===== config.mk =====
export PLATFORM = sky130hd
export DESIGN_NAME = io_ctrl
export DESIGN_NICKNAME = d
export VERILOG_FILES = /design/src/rtl/ez8_io_pkg.sv /design/src/rtl/io_timer.sv /design/src/rtl/io_ctrl.sv
export SDC_FILE = /design/constraint.sdc
export NUM_CORES = 1
export LEC_CHECK = 0
export CAP_MARGIN = 20
export CORE_ASPECT_RATIO = 1.1
export CORE_MARGIN = 2
export CORE_UTILIZATION = 48
export DETAILED_ROUTE_END_ITERATION = 6
export GPL_TIMING_DRIVEN = 0
export HOLD_SLACK_MARGIN = 0.05
export PLACE_DENSITY = 0.76
export SLEW_MARGIN = 20
export SYNTH_ARGS = -nofsm -noshare
export SYNTH_HDL_FRONTEND = slang
export SYNTH_SLANG_ARGS = --single-unit

===== constraint.sdc =====
create_clock -name clk -period 2.6 [get_ports clk]
set_input_delay 0.52 -clock clk [delete_from_list [all_inputs] [get_ports clk]]
set_output_delay 0.52 -clock clk [all_outputs]
set_load 0.01 [all_outputs]

===== src/rtl/ez8_io_pkg.sv =====
// Shared register map, field positions and small helpers for the ez8 IO window.
package ez8_io_pkg;

    localparam int IO_WIN = 8;

    localparam logic [2:0] OFF_GPIO_OUT = 3'd0;
    localparam logic [2:0] OFF_GPIO_IN  = 3'd1;
    localparam logic [2:0] OFF_TMR_CNT  = 3'd2;
    localparam logic [2:0] OFF_TMR_PER  = 3'd3;
    localparam logic [2:0] OFF_TMR_CTRL = 3'd4;
    localparam logic [2:0] OFF_IFLAG    = 3'd5;
    localparam logic [2:0] OFF_IMASK    = 3'd6;
    localparam logic [2:0] OFF_PWM_CMP  = 3'd7;

    localparam int CTRL_EN     = 0;
    localparam int CTRL_PS_LSB = 1;
    localparam int CTRL_PS_MSB = 3;

    localparam int IF_TMR = 0;
    localparam int IF_PIN = 1;

    // Prescaler terminal count for a given prescale select: 2^ps - 1.
    function automatic logic [7:0] ps_limit(input logic [2:0] ps);
        ps_limit = (8'd1 << ps) - 8'd1;
    endfunction

    // True for offsets that are software-writable and therefore eligible for read bypass.
    function automatic logic off_is_rw(input logic [2:0] off, input logic pwm_en);
        case (off)
            OFF_GPIO_OUT, OFF_TMR_CNT, OFF_TMR_PER,
            OFF_TMR_CTRL, OFF_IMASK:  off_is_rw = 1'b1;
            OFF_PWM_CMP:              off_is_rw = pwm_en;
            default:                  off_is_rw = 1'b0;
        endcase
    endfunction

endpackage


===== src/rtl/io_timer.sv =====
// Prescaled 8-bit timer with period compare and overflow pulse.
// Optional PWM compare output when IO_PWM_EN is defined.
module io_timer
    import ez8_io_pkg::*;
(
    input  logic       clk,
    input  logic       reset,
    input  logic       en_i,
    input  logic [2:0] ps_i,
    input  logic [7:0] per_i,
    input  logic       cnt_we_i,
    input  logic [7:0] cnt_wdata_i,
`ifdef IO_PWM_EN
    input  logic [7:0] cmp_i,
    output logic       pwm_o,
`endif
    output logic [7:0] cnt_o,
    output logic       ovf_o
);

    logic [7:0] presc_q;
    logic [7:0] presc_d;
    logic [7:0] cnt_q;
    logic [7:0] cnt_d;
    logic       tick_s;
    logic       wrap_s;

    // Prescaler/counter next state; a software count write beats the tick and its overflow.
    always_comb begin
        tick_s  = en_i && (presc_q == ps_limit(ps_i));
        presc_d = (!en_i || tick_s) ? 8'd0 : presc_q + 8'd1;
        wrap_s  = tick_s && (cnt_q == per_i);
        if (cnt_we_i) begin
            cnt_d = cnt_wdata_i;
        end else if (tick_s) begin
            cnt_d = wrap_s ? 8'd0 : cnt_q + 8'd1;
        end else begin
            cnt_d = cnt_q;
        end
    end

    assign ovf_o = wrap_s && !cnt_we_i;
    assign cnt_o = cnt_q;

    // Prescaler and count registers.
    always_ff @(posedge clk) begin
        if (!reset) begin
            presc_q <= 8'd0;
            cnt_q   <= 8'd0;
        end else begin
            presc_q <= presc_d;
            cnt_q   <= cnt_d;
        end
    end

`ifdef IO_PWM_EN
    logic pwm_q;

    // PWM level is high while the count sits below the compare value.
    always_ff @(posedge clk) begin
        if (!reset) begin
            pwm_q <= 1'b0;
        end else begin
            pwm_q <= en_i && (cnt_q < cmp_i);
        end
    end

    assign pwm_o = pwm_q;
`endif

endmodule


===== src/rtl/io_ctrl.sv =====
// ez8 IO window responder: GPIO, prescaled timer, interrupt flags/mask.
// Optional PWM compare register and pwm_out port under IO_PWM_EN.
module io_ctrl
    import ez8_io_pkg::*;
#(
    parameter logic [7:0] IO_BASE     = 8'h08,
    parameter int         SYNC_STAGES = 2
)(
    input  logic       clk,
    input  logic       reset,
    input  logic       pause,
    input  logic [7:0] writeaddr,
    input  logic [7:0] writedata,
    input  logic       write_en,
    input  logic [7:0] readaddr,
    output logic [7:0] readdata,
    input  logic [7:0] gpio_in,
    output logic [7:0] gpio_out,
    output logic       irq
`ifdef IO_PWM_EN
    ,
    output logic       pwm_out
`endif
);

`ifdef IO_PWM_EN
    localparam logic PWM_EN_C = 1'b1;
`else
    localparam logic PWM_EN_C = 1'b0;
`endif

    logic [7:0] gpio_out_q, gpio_out_d;
    logic [7:0] per_q, per_d;
    logic [3:0] ctrl_q, ctrl_d;
    logic [1:0] iflag_q, iflag_d;
    logic [1:0] imask_q, imask_d;
    logic [7:0] readdata_q, readdata_d;
    logic [SYNC_STAGES-1:0][7:0] sync_q;
    logic       pin_prev_q;

    logic       wr_hit_s, rd_hit_s, bypass_s;
    logic [2:0] wr_off_s;
    logic [7:0] we_s;
    logic [7:0] rd_val_s;
    logic [7:0] gpio_sync_s;
    logic       pin_chg_s;
    logic [7:0] cnt_s;
    logic       ovf_s;
    logic [1:0] iflag_set_s, iflag_clr_s;
`ifdef IO_PWM_EN
    logic [7:0] cmp_q, cmp_d;
`endif

    assign wr_hit_s    = write_en && (writeaddr[7:3] == IO_BASE[7:3]);
    assign rd_hit_s    = (readaddr[7:3] == IO_BASE[7:3]);
    assign wr_off_s    = writeaddr[2:0];
    assign we_s        = wr_hit_s ? (8'd1 << wr_off_s) : 8'd0;
    assign gpio_sync_s = sync_q[SYNC_STAGES-1];
    assign pin_chg_s   = gpio_sync_s[0] ^ pin_prev_q;

    // Register write decode and flag update; hardware set wins over write-1-to-clear.
    always_comb begin
        gpio_out_d  = we_s[OFF_GPIO_OUT] ? writedata      : gpio_out_q;
        per_d       = we_s[OFF_TMR_PER]  ? writedata      : per_q;
        ctrl_d      = we_s[OFF_TMR_CTRL] ? writedata[3:0] : ctrl_q;
        imask_d     = we_s[OFF_IMASK]    ? writedata[1:0] : imask_q;
        iflag_clr_s = we_s[OFF_IFLAG]    ? writedata[1:0] : 2'b00;
        iflag_set_s = 2'b00;
        iflag_set_s[IF_TMR] = ovf_s;
        iflag_set_s[IF_PIN] = pin_chg_s;
        iflag_d     = (iflag_q & ~iflag_clr_s) | iflag_set_s;
`ifdef IO_PWM_EN
        cmp_d       = we_s[OFF_PWM_CMP]  ? writedata      : cmp_q;
`endif
    end

    // Read mux with same-cycle bypass for writable registers; IFLAG always shows its old value.
    always_comb begin
        rd_val_s = 8'd0;
        case (readaddr[2:0])
            OFF_GPIO_OUT: rd_val_s = gpio_out_q;
            OFF_GPIO_IN:  rd_val_s = gpio_sync_s;
            OFF_TMR_CNT:  rd_val_s = cnt_s;
            OFF_TMR_PER:  rd_val_s = per_q;
            OFF_TMR_CTRL: rd_val_s = {4'd0, ctrl_q};
            OFF_IFLAG:    rd_val_s = {6'd0, iflag_q};
            OFF_IMASK:    rd_val_s = {6'd0, imask_q};
`ifdef IO_PWM_EN
            OFF_PWM_CMP:  rd_val_s = cmp_q;
`endif
            default:      rd_val_s = 8'd0;
        endcase
        bypass_s = wr_hit_s && (writeaddr == readaddr) && off_is_rw(wr_off_s, PWM_EN_C);
        if (!rd_hit_s) begin
            readdata_d = 8'd0;
        end else if (bypass_s) begin
            readdata_d = writedata;
        end else begin
            readdata_d = rd_val_s;
        end
    end

    // Register state, synchroniser chain and paused read sampling.
    always_ff @(posedge clk) begin
        if (!reset) begin
            gpio_out_q <= 8'd0;
            per_q      <= 8'd0;
            ctrl_q     <= 4'd0;
            iflag_q    <= 2'b00;
            imask_q    <= 2'b00;
            readdata_q <= 8'd0;
            sync_q     <= '0;
            pin_prev_q <= 1'b0;
        end else begin
            gpio_out_q <= gpio_out_d;
            per_q      <= per_d;
            ctrl_q     <= ctrl_d;
            iflag_q    <= iflag_d;
            imask_q    <= imask_d;
            sync_q     <= {sync_q[SYNC_STAGES-2:0], gpio_in};
            pin_prev_q <= gpio_sync_s[0];
            if (!pause) begin
                readdata_q <= readdata_d;
            end
        end
    end

`ifdef IO_PWM_EN
    // PWM compare register.
    always_ff @(posedge clk) begin
        if (!reset) begin
            cmp_q <= 8'd0;
        end else begin
            cmp_q <= cmp_d;
        end
    end
`endif

    io_timer u_timer (
        .clk         (clk),
        .reset       (reset),
        .en_i        (ctrl_q[CTRL_EN]),
        .ps_i        (ctrl_q[CTRL_PS_MSB:CTRL_PS_LSB]),
        .per_i       (per_q),
        .cnt_we_i    (we_s[OFF_TMR_CNT]),
        .cnt_wdata_i (writedata),
`ifdef IO_PWM_EN
        .cmp_i       (cmp_q),
        .pwm_o       (pwm_out),
`endif
        .cnt_o       (cnt_s),
        .ovf_o       (ovf_s)
    );

    assign readdata = readdata_q;
    assign gpio_out = gpio_out_q;
    assign irq      = |(iflag_q & imask_q);

endmodule

==> impl_metrics.py, run 1 <==
metrics = {
    "setup_path": {
        "cp_slowest_cell": "or4b_4",
        "cp.required_ps": 2850,
        "timing.rr.start": "ctrl_q[2]",
        "arrival_ps": 2800,
        "reg2regPathDepth": 11,
        "crit_buf_inv": 4,
        "crit_path_max_incr_delay_ps": 560,
        "critical_path_class": "in2reg",
        "cp_max_fo": 8,
        "endpoint_kind": "flop",
        "cpMostUsedCell": "buf_4",
        "crit_path_start_kind": "input port",
        "r2r_setup_slack_ps": 140,
        "cp_cell_sequence": "clkdlybuf4s50_1 -> or4b_4 -> nor3b_4 -> buf_4 -> buf_4 -> nand4_1 -> buf_6 -> mux2i_1 -> o21ai_0 -> and2_1",
        "worstReg2RegEnd": "u_timer.cnt_o[6]",
        "crit_family": "simple AND/OR/NAND/NOR gates",
    },
    "die": {
        "pin_count": 53,
        "coreArea_mm2": 0.00659,
        "initial_core_util_pct": 49.9,
        "die_h_um": 90.8,
        "dieWidth_um": 82.9,
        "dieArea_mm2": 0.00753,
        "rows": 31,
    },
    "pwr": {
        "vdd.ir_drop.worst_mv": 0.492,
        "p_per_area_mw_per_mm2": 465,
        "p_leak_nw": 1.68,
    },
    "worst_hold_path": {
        "hold_end": "gpio_sync_s[3]",
        "hold_class": "reg2reg",
        "holdCritStartpoint": "sync_q[3]",
        "hold_depth": 1,
    },
    "timing": {
        "final-setup-viol-count": 0,
        "timing.hold.ws_ps": 435,
        "worst_pin_slew_ps": 662,
        "min_period_ps": 2560,
        "setup_tns_ps": 0,
        "timing.final.crit_share_pct": 98.4,
        "worst_slack_ps": 41.1,
        "hold_violations": 0,
        "rsz0062_at_grt": "true",
        "relSlewSlack_pct": 55.9,
        "clock.fmax_mhz": 391,
        "slew_violations": 0,
        "fin_skew_ps": 12.2,
    },
    "synth": {
        "synth_top_area_share_pct": 39.6,
        "synth_ff_type": "dfxtp_1",
        "netlist_top_cells_area": "dfxtp_1 40%, mux2i_1 8.5%, and2_1 5.5%, nor2_1 5.4%, mux4_2 4.8%",
        "ys_seq_elements": 65,
        "synth_edf_count": 0,
        "avgSynthCellArea_um2": 8.91,
        "synth_largest_area_cell": "dfxtp_1",
        "synth.net_count": 408,
        "ys_seq_area_share_pct": 39.6,
        "synth_area_mm2": 0.00329,
        "yosys_warnings": 0,
        "yosysUniqueCellTypes": 50,
        "syn_inst": 369,
        "synthTopCellsByCount": "65 x dfxtp_1, 47 x nor2_1, 29 x and2_1",
        "yosysMostFrequentCell": "dfxtp_1",
        "synth-async-reset-ratio_pct": 0,
    },
    "finish": {
        "area_growth_pct": 30.4,
        "multi_input_area_mm2": 0.00196,
        "seq_area_mm2": 0.00131,
        "final.fill_count": 554,
        "design_area_mm2": 0.00429,
        "layout.nets": 478,
        "drive_above_1_share_pct": 15.1,
        "diodes": 0,
    },
    "place": {
        "dp_hpwl_um": 6080,
        "preCtsSetupSlack_ps": -544,
        "place_area_mm2": 0.00389,
        "place_congestion": 0.856,
        "portBuffers": 49,
    },
    "cts": {
        "cts-buffers-inserted": 9,
        "clkSinkCount": 65,
        "cts_max_path_buffers": 2,
        "clk_pin_slew_worst_paths_ps": 70,
        "cts_root_buffer": "clkbuf_8",
        "cts_max_level": 3,
        "clk_latency_ps": 350,
        "hold_buffers": 0,
        "cts_tree": "done",
    },
    "global_routing": {
        "top_usage_layer": "met2",
        "grt_max_degree": 13,
        "grt-ovfl-total": 0,
        "track_usage_pct": 23.5,
        "grtUsageMet1_pct": 29.2,
        "grtUsageMet2_pct": 38.8,
        "grt_pass1_vias": 2956,
        "grt_pass1_wl_um": 14100,
        "antenna_found_initial": 0,
        "grt.met3_usage_pct": 4.57,
    },
    "status": {
        "outcome": "completed",
    },
    "route": {
        "ant_nets": 0,
        "firstDrtPassIters": 4,
        "drt_iter0_markers": 163,
        "vias_per_cell": 5.65,
        "post_drt_wl_per_cell_um": 16.4,
        "totalWireLength_um": 8610,
        "remaining_drc_errors": 0,
        "vias": 2971,
    },
    "run": {
        "maxCapViolations": 0,
    },
}
==> registers in the layout (all words and copies together) (netlist names) <==
signal / flops
per_q: 8
gpio_out: 8
ctrl_q: 4
u_timer.cnt_o: 8
sync_q: 8
imask_q: 2
gpio_sync_s: 8
iflag_q: 2
pin_prev_q: 1
u_timer.presc_q: 8
readdata: 8
==> final cells by class <==
class	count	share of cell area (%)
buffer	16	2.34
clock buffer	11	3.53
clock inverter	5	0.905
inverter	10	0.876
multi-input combinational	275	45.6
sequential	65	30.4
tap	82	2.39
timing repair buffer	62	13.9
==> worst reg2reg max path: stages (launching register included) <==
cell and delay [ps]:
dfxtp_4 370, buf_8 130, nor2_4 100, nand2_2 70, ha_4 190, or4_1 390
o211ai_1 120, a22oi_2 120, o21ai_2 200, nand3_2 140, or4_1 410, a31oi_1 140
==> metrics by stage <==
stage               std cells  utilization [%]  total power [mW]
floorplan                 369                -              1.10
global route              526             65.0              2.07
finish                    526             65.0              1.99
global placement          500             59.1              1.19
CTS                       524             63.9              2.00
detailed placement        500             59.1              1.19
==> cells in the final DEF, fill, tap and decap left out, types with 3 or more instances in the layout <==
cell / netlist / final
xor2_1: 12 / 12
clkdlybuf4s50_1: 0 / 49
clkbuf_1: 14 / 11
inv_1: 9 / 8
nand3_1: 13 / 12
and2_1: 29 / 28
a21oi_1: 12 / 12
nor2b_1: 5 / 5
o21ai_1: 3 / 5
mux4_2: 7 / 7
nand2_1: 26 / 24
buf_6: 0 / 4
dfxtp_1: 65 / 64
xnor2_1: 14 / 14
nand4_1: 3 / 3
a32oi_1: 3 / 3
mux2i_1: 28 / 27
o22ai_1: 3 / 3
buf_4: 0 / 12
clkbuf_8: 0 / 12
o21ai_0: 21 / 19
nor2_1: 47 / 44
==> kinds of logic (layout without fill, tap and decap cells) <==
family	Yosys count	after routing	share of synthesized area (%)
mux	35	35	13.3
fa+ha+maj	3	3	1.14
buf+inv	29	104	3.50
simple gates	150	150	24.0
flops	65	65	39.6
xor+xnor	26	26	6.93
compound gates	61	61	11.5
==> power by group <==
part	switching (mW)	internal [mW]	leakage (nW)	total [mW]
clock network	0.414	0.403	0.0959	0.817
registers	0.00507	1.01	0.528	1.01
logic	0.0779	0.0850	1.06	0.163
total	0.497	1.50	1.68	1.99
==> worst max path at each step <==
| stage | start | to | slack [ps] | cells past startpoint |
|---|---|---|---|---|
| 2_1_floorplan | ctrl_q[1] | u_timer.cnt_o[6] | 30 | 12 |
| 3_3_place_gp | writeaddr[5] | readdata[6] | -530 | 7 |
| 3_5_place_dp | writeaddr[5] | u_timer.cnt_o[7] | -540 | 10 |
| 4_1_cts | ctrl_q[3] | u_timer.cnt_o[5] | 6 | 13 |
| 5_1_grt | ctrl_q[2] | u_timer.cnt_o[6] | -40 | 11 |
| 6_report | writeaddr[5] | readdata[6] | 40 | 10 |
==> repair_timing <==
item	4_1_cts	5_1_grt
endpoints found under the setup margin	17	35
pin swaps	10	11
gates resized for setup	17	21
buffers inserted	8	5
cloned	0	0
==> metal layers <==
| metal | routed length, um | vias to the layer above |
|---|---|---|
| met1 | 3690 | 1428 |
| met2 | 4230 | 86 |
| li1 | - | 1429 |
| met5 | 0 | - |
| met3 | 355 | 28 |
| met4 | 329 | 0 |
(Power assumes the default switching activity.)
==> run 2: changes to the inputs <==
Settings changed: CORE_MARGIN 2 to 1.
==> run 2 against run 1 <==
  * Via count decreased by 2.2%
  * Die area is 4.6% lower
  * Final cell count grew 0.95%
  * Sequential share of layout area shrank 0.43 points
  * Critical endpoint is now iflag_q[0]
==> impl_metrics.py, run 2 (synthesis results as in run 1) <==
metrics = {
    "route": {
        "met3_length_um": 456,
        "wl_met1_um": 3600,
        "totalWireLength_um": 8390,
        "post_drt_wl_per_cell_um": 15.8,
        "vias": 2906,
        "vias_per_cell": 5.47,
        "firstDrtPassIters": 4,
        "ant_nets": 0,
        "remaining_drc_errors": 0,
        "routed-wl-met2_um": 4200,
        "highest_layer": "met4",
        "drt_iter0_markers": 185,
    },
    "timing": {
        "clock.fmax_mhz": 389,
        "timing.final.crit_share_pct": 98.8,
        "worst_slack_ps": 31.7,
        "min_period_ps": 2570,
        "setup_tns_ps": 0,
        "fin_skew_ps": 7.18,
        "worst_pin_slew_ps": 725,
        "relSlewSlack_pct": 51.5,
        "hold_violations": 0,
        "rsz0062_at_grt": "true",
        "slew_violations": 0,
        "final-setup-viol-count": 0,
    },
    "finish": {
        "drive_above_1_share_pct": 15.8,
        "finalNonFillerCells": 531,
        "final.fill_count": 522,
        "layout_common_cells": "63 x dfxtp_1, 49 x clkdlybuf4s50_1, 44 x nor2_1, 28 x mux2i_1, 28 x and2_1",
        "layout.nets": 483,
        "diodes": 0,
        "design_area_mm2": 0.00435,
        "utilization_pct": 66.0,
        "layout_commonest_cell": "dfxtp_1",
        "area_growth_pct": 32.3,
    },
    "die": {
        "die_h_um": 88.8,
        "pin_count": 53,
        "initial_core_util_pct": 49.9,
        "rows": 31,
        "dieWidth_um": 80.9,
        "coreArea_mm2": 0.00659,
        "dieArea_mm2": 0.00719,
    },
    "setup_path": {
        "arrival_ps": 2840,
        "cpMostUsedCell": "buf_4",
        "critical_path_class": "reg2reg",
        "timing.rr.start": "ctrl_q[3]",
        "crit_buf_inv": 4,
        "cp_slowest_cell": "or4_1",
        "endpoint_kind": "flop",
        "cp_cell_sequence": "clkbuf_8 -> inv_1 -> nand2_2 -> ha_4 -> or4_1 -> o211ai_1 -> a22oi_1 -> o21ai_2 -> buf_4 -> and3_4 -> buf_4 -> nand3_2 -> a21oi_2",
        "startpoint": "ctrl_q[3]",
        "cp_max_fo": 6,
        "cp.required_ps": 2870,
        "crit_path_max_incr_delay_ps": 490,
        "crit_family": "simple AND/OR/NAND/NOR gates",
        "crit_path_start_kind": "flop",
    },
    "cts": {
        "cts_max_level": 3,
        "cts_tree": "done",
        "cts-buffers-inserted": 9,
        "cts_root_buffer": "clkbuf_8",
        "clk_latency_ps": 340,
        "hold_buffers": 0,
        "clkSinkCount": 65,
        "cts_max_path_buffers": 2,
        "clk_pin_slew_worst_paths_ps": 70,
    },
    "worst_hold_path": {
        "holdCritStartpoint": "sync_q[6]",
        "hold_class": "reg2reg",
    },
    "global_routing": {
        "track_usage_pct": 24.1,
        "grt_max_degree": 14,
        "grt-ovfl-total": 0,
        "grt_pass1_vias": 2644,
        "antenna_found_initial": 0,
        "grt_pass1_wl_um": 12800,
    },
    "place": {
        "dp_hpwl_um": 5780,
        "place_area_mm2": 0.00389,
        "place_congestion": 0.841,
        "preCtsSetupSlack_ps": -599,
        "portBuffers": 49,
        "place_inst": 500,
    },
    "status": {
        "outcome": "completed",
    },
    "run": {
        "maxCapViolations": 0,
    },
    "pwr": {
        "p_leak_nw": 1.73,
        "p_per_area_mw_per_mm2": 468,
        "vdd.ir_drop.worst_mv": 0.405,
    },
}
[run 2: cell types whose count changed in the layout (fill, tap and decap cells not counted), moves of 2 or more]
cell	change
buf_4	+4
a22oi_2	-2
clkbuf_8	-2
a22oi_1	+2
o21ai_2	+2
[run 2: area by class of cell]
cell class / count / area [um^2] / area share (%)
plain buffers: 16 / 110 / 2.53
clock buffers: 9 / 124 / 2.85
clock inverters: 7 / 77.6 / 1.78
inverters: 10 / 37.5 / 0.863
multi-input cells: 275 / 1950 / 44.8
flip-flops and latches: 65 / 1310 / 30.0
well taps: 82 / 103 / 2.36
repair buffers: 67 / 646 / 14.8
[run 2: what timing repair did]
item / 4_1_cts / 5_1_grt
setup buffers: 15 / 3
pin swaps: 12 / 17
setup endpoints to repair: 17 / 34
resized for setup: 21 / 17
[run 2: path summary, 6_finish.rpt]
check / to / slack (ps) / depth (start not counted)
min: gpio_sync_s[6] / 440 / 1
min reg2reg: gpio_sync_s[6] / 440 / 1
max: iflag_q[0] / 30 / 13
max reg2reg: iflag_q[0] / 30 / 13
[run 2: per-stage QoR]
stage | hold slack (ps) | total power, mW
2_1_floorplan | 412 | 1.10
3_3_place_gp | 415 | 1.19
3_5_place_dp | 419 | 1.19
4_1_cts | 436 | 2.06
5_1_grt | 446 | 2.12
6_report | 436 | 2.04
[run 2: power breakdown]
part | switching, mW | total [mW] | internal [mW]
clock | 0.417 | 0.867 | 0.450
sequential | 0.00530 | 1.01 | 1.01
combinational | 0.0762 | 0.158 | 0.0820
total | 0.498 | 2.04 | 1.54
[run 2: metal layers]
layer | GRT usage (%) | vias to the layer above
li1 | - | 1437
met1 | 30.8 | 1364
met2 | 39.1 | 92
met3 | 5.26 | 13
met4 | 10.6 | 0
met5 | 0 | -
==> run 3: changes to the inputs <==
Settings changed: GPL_ROUTABILITY_DRIVEN set to 0.
==> results of run 3 <==
The final DEF is identical to that of run 2; final timing and power are the same.
==> RTL edit (settings of run 1) <==
Build with the macro `IO_PWM_EN` defined.
--- a/src/rtl/io_timer.sv
+++ b/src/rtl/io_timer.sv
@@ -1,5 +1,7 @@
 // Prescaled 8-bit timer with period compare and overflow pulse.
 // Optional PWM compare output when IO_PWM_EN is defined.
+`define IO_PWM_EN
+
 module io_timer
     import ez8_io_pkg::*;
 (
Function (old outputs only; new: pwm_out): changed (Yosys sat finds a counterexample within 4 cycles, from zero or initial values and one cycle with reset low).
==> RTL edit against run 1 <==
Synthesized area up 19%. Cell area up 11%. Largest cell class unchanged. Routed wire length up 17%. Setup slack better by 0.10 ns. Critical path type unchanged. Register-to-register slack better by 0.04 ns. Total power up 16%. First-iteration DRC count up 5.5%. Sequential cell count up 9. Critical endpoint unchanged. Sequential share of layout area up 0.62 points.
==> RTL edit: results (changes against run 1) <==
.. list-table::
   :header-rows: 1

   * - Metric
     - Value
   * - Run status
     - complete, no violations
   * - Maximum number of pins on one net before global-route repair
     - 15 (+2)
   * - Met2 Use GR
     - 41.70% (+2.9 points)
   * - Clock-pin transition on the worst setup and hold timing paths
     - 0.09 ns (+0.02 ns)
   * - Total Power Consumption
     - 2.304 mW (+16%)
   * - Length of the first detailed-routing pass in iterations
     - 5 (+1)
   * - Iteration-0 DRC Markers
     - 172 (+5.5%)
   * - Global Route met1 Usage
     - 27.27% (-1.9 points)
   * - Clk Latency, worst-skew pair
     - 0.37 ns (+0.02 ns)
   * - Met1 wire length
     - 4200 um (+14%)
   * - Main area contributors after synthesis
     - dfxtp_1 38%, mux2i_1 11%, nor2b_1 5.6%, o21ai_0 3.4%, xnor2_1 3.1%
   * - Clock network fraction of total power
     - 41.8% (+0.8 points)
   * - Placer Congestion
     - 0.9079 (+6.1%)
   * - Register-to-register setup slack
     - 0.18 ns (+0.04 ns)
   * - Number of instances resized during post-cts repair
     - 0 (-17)
   * - Worst Max-Slew Pin Slew
     - 0.7574 ns (+0.09585 ns)
   * - Total via count in the routed design
     - 3,460 (+16%)
   * - Buffers inserted during post-CTS setup optimization
     - 1 (-7)
   * - Data arrival time at the worst-slack endpoint
     - 2.72 ns (-0.08 ns)
   * - Wire length of the first global-routing pass
     - 16,580 um (+17%)
   * - Synthesized-area fraction occupied by ao, oa, aoi and oai cells
     - 14.91% (+3.4 points)
   * - Launching point of the worst reg2reg path
     - ctrl_q[3]
   * - Worst clock skew
     - 0.01228 ns (+0.00008590 ns)
   * - Synthesized-area fraction occupied by xor and xnor cells
     - 4.693% (-2.2 points)
   * - Met2 WL
     - 5120 um (+21%)
   * - Post-detailed-placement half-perimeter wirelength
     - 7461 um (+23%)
   * - Final #Nets
     - 545 (+14%)
   * - Fraction of final layout cells with drive strength greater than 1
     - 7.327% (-7.8 points)
   * - Worst hold margin
     - 0.4410 ns (+0.006095 ns)
   * - Capture point of the worst reg-to-reg path
     - u_timer.cnt_o[7]
   * - Mux cell area share after synthesis
     - 12.42% (-0.90 points)
   * - Total global-route track usage
     - 23.42% (-0.11 points)
   * - Area share of fa/ha/maj cells after synthesis
     - 2.874% (+1.7 points)
   * - Met3 capacity usage during global routing
     - 5.581% (+1.0 points)
   * - Total detailed-routing wirelength
     - 10,060 um (+17%)
   * - Leading post-synthesis cells by instance count
     - 74 x dfxtp_1, 43 x mux2i_1, 35 x nor2b_1
RTL edit: changes by cell type after synthesis, moves of 8 or more:
cell,delta
nor2b_1,+30
nor2_1,-19
mux2i_1,+15
and2_1,-11
dfxtp_1,+9
a21boi_0,+8
nand3_1,+8
RTL edit: worst max path at each step:
stage | from | end | slack [ns] | depth (start not counted)
after floorplan | u_timer.presc_q[1] | u_timer.cnt_o[7] | 0.40 | 7
after global placement | writeaddr[5] | readdata[6] | -0.36 | 8
after detailed placement | writeaddr[5] | readdata[6] | -0.39 | 8
after CTS | writeaddr[5] | cmp_q[3] | 0.03 | 7
after global routing | writeaddr[5] | readdata[6] | 0.03 | 8
final | writeaddr[6] | readdata[6] | 0.14 | 8
RTL edit: worst max-delay path, stage by stage:
cell and delay (ns):
clkdlybuf4s50_1 0.45, nor4b_1 0.37, and3b_1 0.26, nand4_1 0.18, or2_2 0.31, clkbuf_1 0.21
o211a_1 0.26, o21a_1 0.16
RTL edit: layout make-up:
| type | instances | area (um2) | area share, % |
|---|---|---|---|
| clock buffers | 10 | 137.6 | 2.886 |
| repair buffers | 50 | 498.0 | 10.44 |
| multi-input cells | 326 | 2290 | 48.01 |
| clock inverters | 6 | 71.32 | 1.495 |
| plain buffers | 23 | 96.34 | 2.020 |
| well taps | 108 | 135.1 | 2.833 |
| inverters | 16 | 60.06 | 1.259 |
| flip-flops and latches | 74 | 1481 | 31.06 |
RTL edit: through the flow:
step / std cells / setup TNS [ns] / setup WS (ns)
after floorplan: 439 / 0 / 0.3952
after global placement: 596 / -4.785 / -0.3559
after detailed placement: 596 / -5.969 / -0.3902
after CTS: 613 / 0 / 0.03109
after global routing: 613 / 0 / 0.03004
final: 613 / 0 / 0.1444
